File: config.mk
export PLATFORM = sky130hd
export DESIGN_NAME = flag_update_ctrl
export DESIGN_NICKNAME = d
export VERILOG_FILES = /design/src/rtl/flag_update_ctrl.sv
export SDC_FILE = /design/constraint.sdc
export NUM_CORES = 1
export LEC_CHECK = 0
export ABC_AREA = 1
export ABC_CLOCK_PERIOD_IN_PS = 2200
export CAP_MARGIN = 20
export CORE_MARGIN = 1
export CORE_UTILIZATION = 45
export CTS_CLUSTER_SIZE = 12
export DETAILED_ROUTE_END_ITERATION = 7
export DONT_BUFFER_PORTS = 1
export PLACE_DENSITY = 0.65
export SLEW_MARGIN = 5
export SYNTH_ARGS = -nofsm -noshare
export SYNTH_HDL_FRONTEND = slang
export SYNTH_SLANG_ARGS = --single-unit
File: constraint.sdc
create_clock -name Clock -period 2.2 [get_ports Clock]
set_input_delay 0.66 -clock Clock [delete_from_list [all_inputs] [get_ports Clock]]
set_output_delay 0.66 -clock Clock [all_outputs]
set_load 0.005 [all_outputs]
File: src/rtl/flag_update_ctrl.sv
// flag_update_ctrl: sequences flag register writes, interrupt flag stack and branch condition evaluation
module flag_update_ctrl #(
    parameter int STACK_DEPTH = 4,
    parameter int PTR_W       = 3
) (
    input  logic       Clock,
    input  logic       Reset_n,
    input  logic       alu_valid,
    output logic       alu_ready,
    input  logic [1:0] alu_class,
    input  logic [3:0] alu_flags,
    input  logic       clr_req,
    input  logic       irq_save,
    input  logic       irq_restore,
    input  logic [3:0] Flag_reg,
    output logic [2:0] FLAG_CTRL,
    output logic [3:0] Flag_in,
    output logic       CLEAR_FLG,
    input  logic       cond_valid,
    input  logic [3:0] cond_code,
    output logic       cond_ready,
    output logic       cond_done,
    output logic       cond_true,
    output logic       stack_err
);
    typedef enum logic {IDLE, RESTORE} state_t;
    state_t state, state_nx;
    logic [PTR_W-1:0] ptr, ptr_nx, top;
    logic [3:0] stack [1<<PTR_W];
    logic [2:0] ctrl_nx;
    logic [3:0] in_nx;
    logic [7:0] tbl;
    logic clr_nx, err_nx, push, prev_wr, cond_res, n, z, c, v;
    assign top = ptr - 1'b1;
    assign {n, z, c, v} = Flag_reg;
    // codes come in complementary pairs: even code picks a base term, odd code inverts it
    assign tbl = {1'b1, ~z & (n ~^ v), n ~^ v, c & ~z, v, n, c, z};
    assign cond_res = tbl[cond_code[3:1]] ^ cond_code[0];
    assign cond_ready = !(state == RESTORE || (alu_ready && alu_valid && alu_class != 2'd0) ||
                          FLAG_CTRL != 3'b000 || CLEAR_FLG || prev_wr);
    always_comb begin
        state_nx  = state;
        alu_ready = 1'b0;
        ctrl_nx   = 3'b000;
        in_nx     = 4'b0000;
        clr_nx    = 1'b0;
        ptr_nx    = ptr;
        push      = 1'b0;
        err_nx    = stack_err;
        if (state == RESTORE) begin
            state_nx = IDLE;
            ctrl_nx  = 3'b111;
            in_nx    = stack[top];
            ptr_nx   = top;
        end else if (clr_req) begin
            clr_nx = 1'b1;
        end else if (irq_restore) begin
            if (ptr == '0) err_nx = 1'b1;
            else state_nx = RESTORE;
        end else begin
            alu_ready = 1'b1;
            if (alu_valid) begin
                ctrl_nx = {alu_class == 2'd3, alu_class[1], alu_class != 2'd0};
                in_nx   = alu_flags;
            end
            if (irq_save) begin
                if (ptr == PTR_W'(STACK_DEPTH)) err_nx = 1'b1;
                else begin
                    push   = 1'b1;
                    ptr_nx = ptr + 1'b1;
                end
            end
        end
    end
    always_ff @(posedge Clock) begin
        if (!Reset_n) state <= IDLE;
        else state <= state_nx;
    end
    always_ff @(posedge Clock) begin
        if (!Reset_n) begin
            ptr       <= '0;
            stack_err <= 1'b0;
            FLAG_CTRL <= 3'b000;
            Flag_in   <= 4'b0000;
            CLEAR_FLG <= 1'b0;
            prev_wr   <= 1'b0;
            cond_done <= 1'b0;
            cond_true <= 1'b0;
        end else begin
            ptr       <= ptr_nx;
            stack_err <= err_nx;
            FLAG_CTRL <= ctrl_nx;
            Flag_in   <= in_nx;
            CLEAR_FLG <= clr_nx;
            prev_wr   <= (FLAG_CTRL != 3'b000) || CLEAR_FLG;
            cond_done <= cond_valid && cond_ready;
            if (cond_valid && cond_ready) cond_true <= cond_res;
        end
    end
    // stack contents need no reset: the pointer alone defines what is valid
    always_ff @(posedge Clock) begin
        if (push) stack[ptr] <= Flag_reg;
    end
endmodule

### Word level (Yosys, flattened, before mapping)

Memory sizes are Yosys's and may differ from the RTL's.
Cells that the tools add are included.

* register bits: 16
* RAM bits: 32
* input bits: 21
* memories: 1

* $add $sub $neg: 2
* magnitude comparators: 1
* equality and inequality tests: 6
* multiplexer cells: 31
* bitwise operators: 9
* reductions and logical operators: 19

Memory list
* stack: depth 8, bits a word 4, rd ports 1, clocked after memory_dff 0, write ports 1, line 29 `logic [3:0] stack [1<<PTR_W];`

Operator list (number)
* 2-to-1 mux 3 bit: 9
* 2-to-1 mux 1 bit: 17
* 2-to-1 mux 4 bit: 4
* nonzero test 2 bit: 4
* inequality test 2 x 1 -> 1 bit, second input constant: 3
* logical OR 1 bit: 5
* NOT 1 bit: 5
* AND reduction 5 bit: 1
* < comparator 3 x 4 -> 1 bit, second input constant: 1
* AND reduction 4 bit: 1
* OR reduction 4 bit: 1
* adder 3 x 1 -> 3 bit, second input constant: 1
* binary-select mux 1 bit (select 3 bit): 1
* == test 3 bit, second input constant: 1
* logical AND 1 bit: 3
* logical NOT 3 bit: 1
* nonzero test 3 bit: 1
* subtractor 3 x 1 -> 3 bit, second input constant: 1
* AND 1 bit: 2
* == test 2 bit, second input constant: 1
* inequality test 2 bit, second input constant: 1
* OR reduction 2 bit: 1
* logical NOT 1 bit: 1
* bitwise XNOR 1 bit: 1
* XOR 1 bit: 1

### Logic depth before layout (Yosys ltp)

* depth in word-level cells: 11
* depth in mapped cells: 11
* mapped depth without buffers: 10

### Worst setup path before layout

No wires, ideal clock.

* kind: reg2reg
* from: register ptr[0]
* to: memory stack[4][0] (enable)
* setup time: 0.361 ns
* data arrival time: 1.617 ns
* required time: 1.839 ns
* slack: 0.222 ns
* cell stages (with the launch flop): 10
* cells stage by stage: dfxtp_1 > buf_6 > inv_4 > buf_2 > ha_1 > nand2_1 > nand3_1 > nor2_2 > nand2_1 > nor3_1

* word-level cells in the longest chain between the ends: 8

RTL lines
* start: declaration: line 28 `logic [PTR_W-1:0] ptr, ptr_nx, top;`
* start signal: assignment: line 90 `ptr <= ptr_nx;`
* == test 3 bit: line 67 `if (ptr == PTR_W'(STACK_DEPTH)) err_nx = 1'b1;`
* 2-to-1 mux 1 bit: line 67
* 2-to-1 mux 1 bit: line 66 `if (irq_save) begin`
* 2-to-1 mux 1 bit: line 57 `end else if (irq_restore) begin`
* 2-to-1 mux 1 bit: line 55 `end else if (clr_req) begin`
* 2-to-1 mux 1 bit: line 50 `if (state == RESTORE) begin`
* 2-to-1 mux 1 bit: line 102 `if (push) stack[ptr] <= Flag_reg;`
* 2-to-1 mux 1 bit (not written as such): line 102
* end: declaration: line 29

Several ways; a longest one is shown, not always the timed one.

### Final worst setup path

* from: register ptr[1]
* to: memory stack[6][0] (enable)

The elaborated chain is that of the path after synthesis.

==> results.py <==
metrics = {
    "run_status": {
        "status": "completed",
    },
    "routing": {
        "dr.pass1.iters": 4,
        "via_count": 1498,
        "wl_per_cell_um": 14.5,
        "drc_errors": 0,
        "routed_wl_um": 4170,
        "antenna_left": 0,
        "routed_via_density": 5.22,
        "dr.first_iter.drc_count": 126,
    },
    "placed_design": {
        "dp_cells": 279,
        "port_buffers": 0,
        "pre_cts_ws_ns": 0.271,
        "place_congestion": 0.844,
        "dpl.hpwl_um": 3090,
    },
    "setup_path": {
        "crit_start": "ptr[1]",
        "critPathArrivalTime_ns": 1.91,
        "critical_path_required_ns": 2.16,
        "cp-start-kind": "flip-flop",
        "setup.worst_path.class": "reg2reg",
        "end_kind": "flip-flop",
        "cp_max_fo": 7,
        "rr_startpoint": "ptr[1]",
    },
    "clock_tree": {
        "post_cts_resized": 0,
        "root_buffer": "clkbuf_8",
        "clk_pin_slew_worst_paths_ns": 0.09,
        "holdBufCountCts": 0,
        "cts_tree": "done",
        "cts.htree.levels": 2,
        "clkLatencyLatePin_ns": 0.30,
        "cts_buffers": 5,
        "clk_path_buf_depth": 2,
        "post_cts_buffers": 0,
        "clkSinkCount": 48,
    },
    "die": {
        "initial_utilization_pct": 48.2,
        "pin_count": 34,
        "die_w_um": 71.5,
        "row_count": 24,
        "die_area_mm2": 0.00511,
        "fp.dieH_um": 71.5,
        "core_mm2": 0.00450,
    },
    "timing": {
        "relSlewSlack_pct": 70.2,
        "totalNegativeSetupSlack_ns": 0,
        "fin_crit_ns": 1.95,
        "finalCritPeriodShare_pct": 88.6,
        "fmax_mhz": 513,
        "finalSetupViolations": 0,
        "hold_viol": 0,
        "drv_slew": 0,
        "setup_ws_ns": 0.250,
        "rsz0062_at_grt": "no",
        "worst_slew_pin_slew_ns": 0.444,
        "finClkSkew_ns": 0.00919,
        "holdWs_ns": 0.423,
    },
    "logic_synthesis": {
        "syn_area_mm2": 0.00217,
        "yosysUniqueCellTypes": 28,
        "ys_ff_latch": 48,
        "synthCells": 230,
        "synth_top_area_cell": "edfxtp_1",
        "syn_nets": 254,
        "yosysSeqAreaShare_pct": 59.0,
        "yosys.area.top_type_share_pct": 44.2,
        "ys_warn_count": 0,
        "synthTopCellsByArea": "edfxtp_1 (44%), dfxtp_1 (15%), nand2_1 (8.1%), nor2_1 (6.6%), nand3_1 (4.1%)",
        "synth.avg_cell_area_um2": 9.45,
    },
    "pwr": {
        "powerDensity_mw_per_mm2": 751,
        "p_leak_nw": 0.897,
        "vdd_drop_max_mv": 0.379,
    },
    "layout": {
        "syn2layout_area_growth_pct": 5.93,
        "multi_input_area_um2": 727,
        "num-nets-final": 258,
        "layout.cells.non_filler": 287,
        "diodes": 0,
        "ff_latch_area_mm2": 0.00128,
        "fillCellCount": 432,
        "drive_gt1_share_pct": 10.2,
        "final_core_util_pct": 51.1,
    },
    "hold_path": {
        "holdCritStartpoint": "clr_req",
        "min_path_type": "in2reg",
    },
    "job": {
        "drv_cap": 0,
    },
    "grt": {
        "antenna_found_initial": 0,
        "grt_first_pass_wirelength_um": 7010,
        "grt_use_total_pct": 18.9,
        "grt_max_degree": 21,
        "grt_overflow_total": 0,
        "grt_pass1_vias": 1507,
    },
}
-- final timing paths --
kind,end,slack (ns),depth (start not counted)
max,stack[6][0],0.25,7
max reg2reg,stack[6][0],0.25,7
min reg2reg,stack_err,0.47,2
min,state,0.42,1
-- sequential cells by signal, indices dropped and copies added (netlist names) --
signal     cells
state          1
stack_err      1
Flag_in        4
cond_true      1
CLEAR_FLG      1
FLAG_CTRL      3
stack         32
ptr            3
cond_done      1
prev_wr        1
-- per-stage QoR --
stage	total power, W	instance area, um^2
2_1_floorplan	0.00115	2170
3_3_place_gp	0.00117	2200
3_5_place_dp	0.00118	2200
4_1_cts	0.00173	2300
5_1_grt	0.00180	2300
6_report	0.00173	2300
-- routing by layer --
layer  part of all wire [%]  GRT usage (%)  vias to the layer above
li1                       -              -                      768
met1                     44           24.4                      672
met2                     48           30.2                       51
met3                    6.6           4.64                        7
met4                    1.8           9.15                        0
met5                      0              0                        -
-- synth_stat cells, drive strengths merged --
cell    count
or2         1
a31oi       1
dfxtp      16
inv        23
nor3        4
buf         7
nand3      18
nor4        1
a21oi      15
ha          3
o211ai      2
nor2       39
o21ai      15
o21a        1
clkbuf      1
xnor2       2
edfxtp     32
nand4       1
nand2      48
-- power by group --
| part | internal (W) | leakage, nW | switching, W |
|---|---|---|---|
| logic | 0.0000589 | 0.425 | 0.000107 |
| registers | 0.000977 | 0.419 | 0.0000127 |
| clock network | 0.000292 | 0.0534 | 0.000281 |
-- worst max-delay path, stage by stage, from the launching register on --
cell and delay (ns):
dfxtp_1 0.44, inv_1 0.11, ha_1 0.22, nand2_1 0.10, nand3_1 0.12, nor2_2 0.13, nand2_1 0.13, nor2_1 0.36
-- placed cells by master, fill, tap and decap left out, types with 5 or more instances in the layout --
cell type	netlist	routed
nand3_1	18	18
o21ai_0	15	15
nor2_1	38	38
inv_2	5	5
a21oi_1	13	13
nand2_1	47	47
inv_1	17	17
dfxtp_1	16	16
clkbuf_8	0	5
buf_4	1	5
edfxtp_1	32	32
-- layout make-up --
cell class / count / share of cell area [%]
flip-flops and latches: 48 / 55.7
clock buffers: 7 / 4.24
well taps: 52 / 2.83
repair buffers: 5 / 1.63
clock inverters: 1 / 0.217
multi-input cells: 151 / 31.6
inverters: 23 / 3.86
-- logic make-up after synthesis --
logic type	Yosys count	share of synthesized area, %
AND/OR/NAND/NOR	112	21.2
flip-flops	48	59.0
AO/OA/AOI/OAI	34	8.87
buffers and inverters	31	7.60
adder cells (fa/ha/maj)	3	1.73
XOR/XNOR	2	1.67
Power figures use the tool's default switching activity.
==> RTL change, RTL diff (same flow settings) <==
Make the reset (`Reset_n`) asynchronous in 2 clocked blocks.
--- a/src/rtl/flag_update_ctrl.sv
+++ b/src/rtl/flag_update_ctrl.sv
@@ -72,11 +72,11 @@
             end
         end
     end
-    always_ff @(posedge Clock) begin
+    always_ff @(posedge Clock or negedge Reset_n) begin
         if (!Reset_n) state <= IDLE;
         else state <= state_nx;
     end
-    always_ff @(posedge Clock) begin
+    always_ff @(posedge Clock or negedge Reset_n) begin
         if (!Reset_n) begin
             ptr       <= '0;
             stack_err <= 1'b0;
Function: differs if Reset_n is asserted again (counterexample within 4 cycles, from zero or initial values and one cycle with Reset_n low); with Reset_n held inactive, the same outputs for 10 cycles.
==> RTL change against the original RTL <==
  * Synthesized cell count decreased by 7.8%
  * Final area increased by 3.4%
  * Setup slack improved by 29 ps
  * Synthesized area grew 2.2%
  * Sequential cell count unchanged
  * First-iteration DRC count is 41% lower
  * Wire length about the same
  * Critical path type is now register to output pin
Power is not compared: it rests on default switching activity, and its combinational part moved more than twofold at a synthesized area within 25%.
==> RTL change: results (changes against the original RTL) <==
final_layout:
  instances_no_fill: 284  # -1.0%
  nFillCells: 421  # -2.5%
  layout-drive-gt1-share_pct: 11.1  # +0.85 points
  antenna_cells: 0  # unchanged
  top_regs: "stack x32, Flag_in x4"
critical_path:
  worstPathArrival_ps: 1260  # -650 ps
  cp_top_family: "flip-flops"
  reg2regPathDepth: 7  # unchanged
  reg2reg_slack_ps: 320  # +70 ps
  r2r_start: "ptr[1]$_DFFE_PN0P_"
  rr_endpoint: "stack[5][1]$_DFFE_PP_"
  cp_slowest_stage_delay_ps: 600  # +160 ps
  crit_fanout: 10  # +3
  crit_path_top_delay_cell: "dfrtp_1"
yosys:
  synth_enable_flop_cells: 32  # unchanged
  synth_nets: 236  # -7.1%
  yosys.cell_types.count: 27  # -3.6%
  syn_avg_cell_area_um2: 10.5  # +11%
  yosys-top-cells-area: "edfxtp_1 (43%), dfrtp_1 (18%), nor2_1 (6.8%), nand2_1 (6.4%), o21ai_0 (3.8%)"
  ys_seq_area_share_pct: 61.3  # +2.3 points
  synth_flop_cell: "edfxtp_1"
  synth_common_cells: "nor2_1 (40), nand2_1 (38), edfxtp_1 (32), inv_1 (18), o21ai_0 (17)"
  yosysWarnings: 0  # unchanged
  async_flop_share_pct: 33.3  # +33 points
clock_network:
  cts_buffers: 5  # unchanged
  clockBufferDepth: 2  # unchanged
  cts_setup_buffers: 0  # unchanged
  cts.clk_slew.worst_paths_ps: 90  # about the same
  ctsResizeCount: 0  # unchanged
detailed_routing:
  drt-wirelength-per-cell_um: 14.7  # +1.0%
  drtPass1Iterations: 4  # unchanged
  vias_per_cell: 5.05  # -3.3%
  drt_iter0_markers: 74  # -41%
timing:
  finClkSkew_ps: 7.50  # -1.69 ps
  fin_hold_ws_ps: 42.5  # -380 ps
  fin_crit_ps: 1920  # -28.5 ps
  relSlewSlack_pct: 71.9  # +1.7 points
global_routing:
  grt_pass1_vias: 1349  # -10%
  grt_usage_pct: 17.3  # -1.7 points
  grt_pass1_wl_mm: 6.63  # -5.4%
  grt_max_degree: 20  # -4.8%
  antenna_found_initial: 0  # unchanged
placement:
  placed_cell_area_um2: 2260  # +3.0%
  dpl.hpwl_mm: 3.00  # -2.9%
  gp_congestion: 0.874  # +3.6%
  port_buffers: 0  # unchanged
  dpl_worst_slack_ps: 326  # +54.8 ps
  dp_cells: 276  # -1.1%
min_path:
  hold_path.class: "input pin to async pin"
status:
  status: "finished, final reports clean"
job:
  cap_violations: 0  # unchanged
power:
  p_sw_mw: 1.01
  p_leak_nw: 0.968
[RTL change: routing by layer]
layer  wire [um]  track usage, %  vias up
met1        1940            23.0      673
met5           0               0        -
met4          65            5.88        0
met2        1870            26.7       42
met3         283            5.69        7
li1            -               -      711
[RTL change: logic make-up after synthesis]
family                   count (synthesis)  share of synthesized area, %
AND/OR/NAND/NOR                         99                          19.6
XOR/XNOR                                 3                          2.03
AO/OA/AOI/OAI                           32                          8.78
flip-flops                              48                          61.3
buffers and inverters                   27                          6.64
adder cells (fa/ha/maj)                  3                          1.69
[RTL change: final cells by class]
type / instances / area (um^2) / share of cell area [%]
sequential: 48 / 1360 / 57.2
inverter: 21 / 83.8 / 3.52
clock inverter: 3 / 46.3 / 1.95
multi-input combinational: 137 / 713 / 30.0
clock buffer: 5 / 68.8 / 2.89
timing repair buffer: 3 / 22.5 / 0.946
tap: 67 / 83.8 / 3.52
[RTL change: power by group through the flow]
stage                     registers (mW)  clock network (mW)  logic (mW)
after floorplan                     1.13                   0       0.854
after global placement              1.18                   0       0.975
after detailed placement            1.18                   0       0.973
after CTS                           1.16               0.660       0.980
after global routing                1.18               0.692        1.09
final                               1.16               0.645       0.975
[RTL change: worst max path at each step]
stage                           startpoint  cells after the start                     to
global placement        ptr[1]$_DFFE_PN0P_                      7  stack[5][2]$_DFFE_PP_
global route            ptr[1]$_DFFE_PN0P_                      7  stack[6][1]$_DFFE_PP_
floorplan               ptr[0]$_DFFE_PN0P_                      9  stack[4][0]$_DFFE_PP_
CTS                 FLAG_CTRL[2]$_DFF_PN0_                      5             cond_ready
finish                     state$_DFF_PN0_                      3             cond_ready
detailed placement      ptr[1]$_DFFE_PN0P_                      7  stack[5][2]$_DFFE_PP_
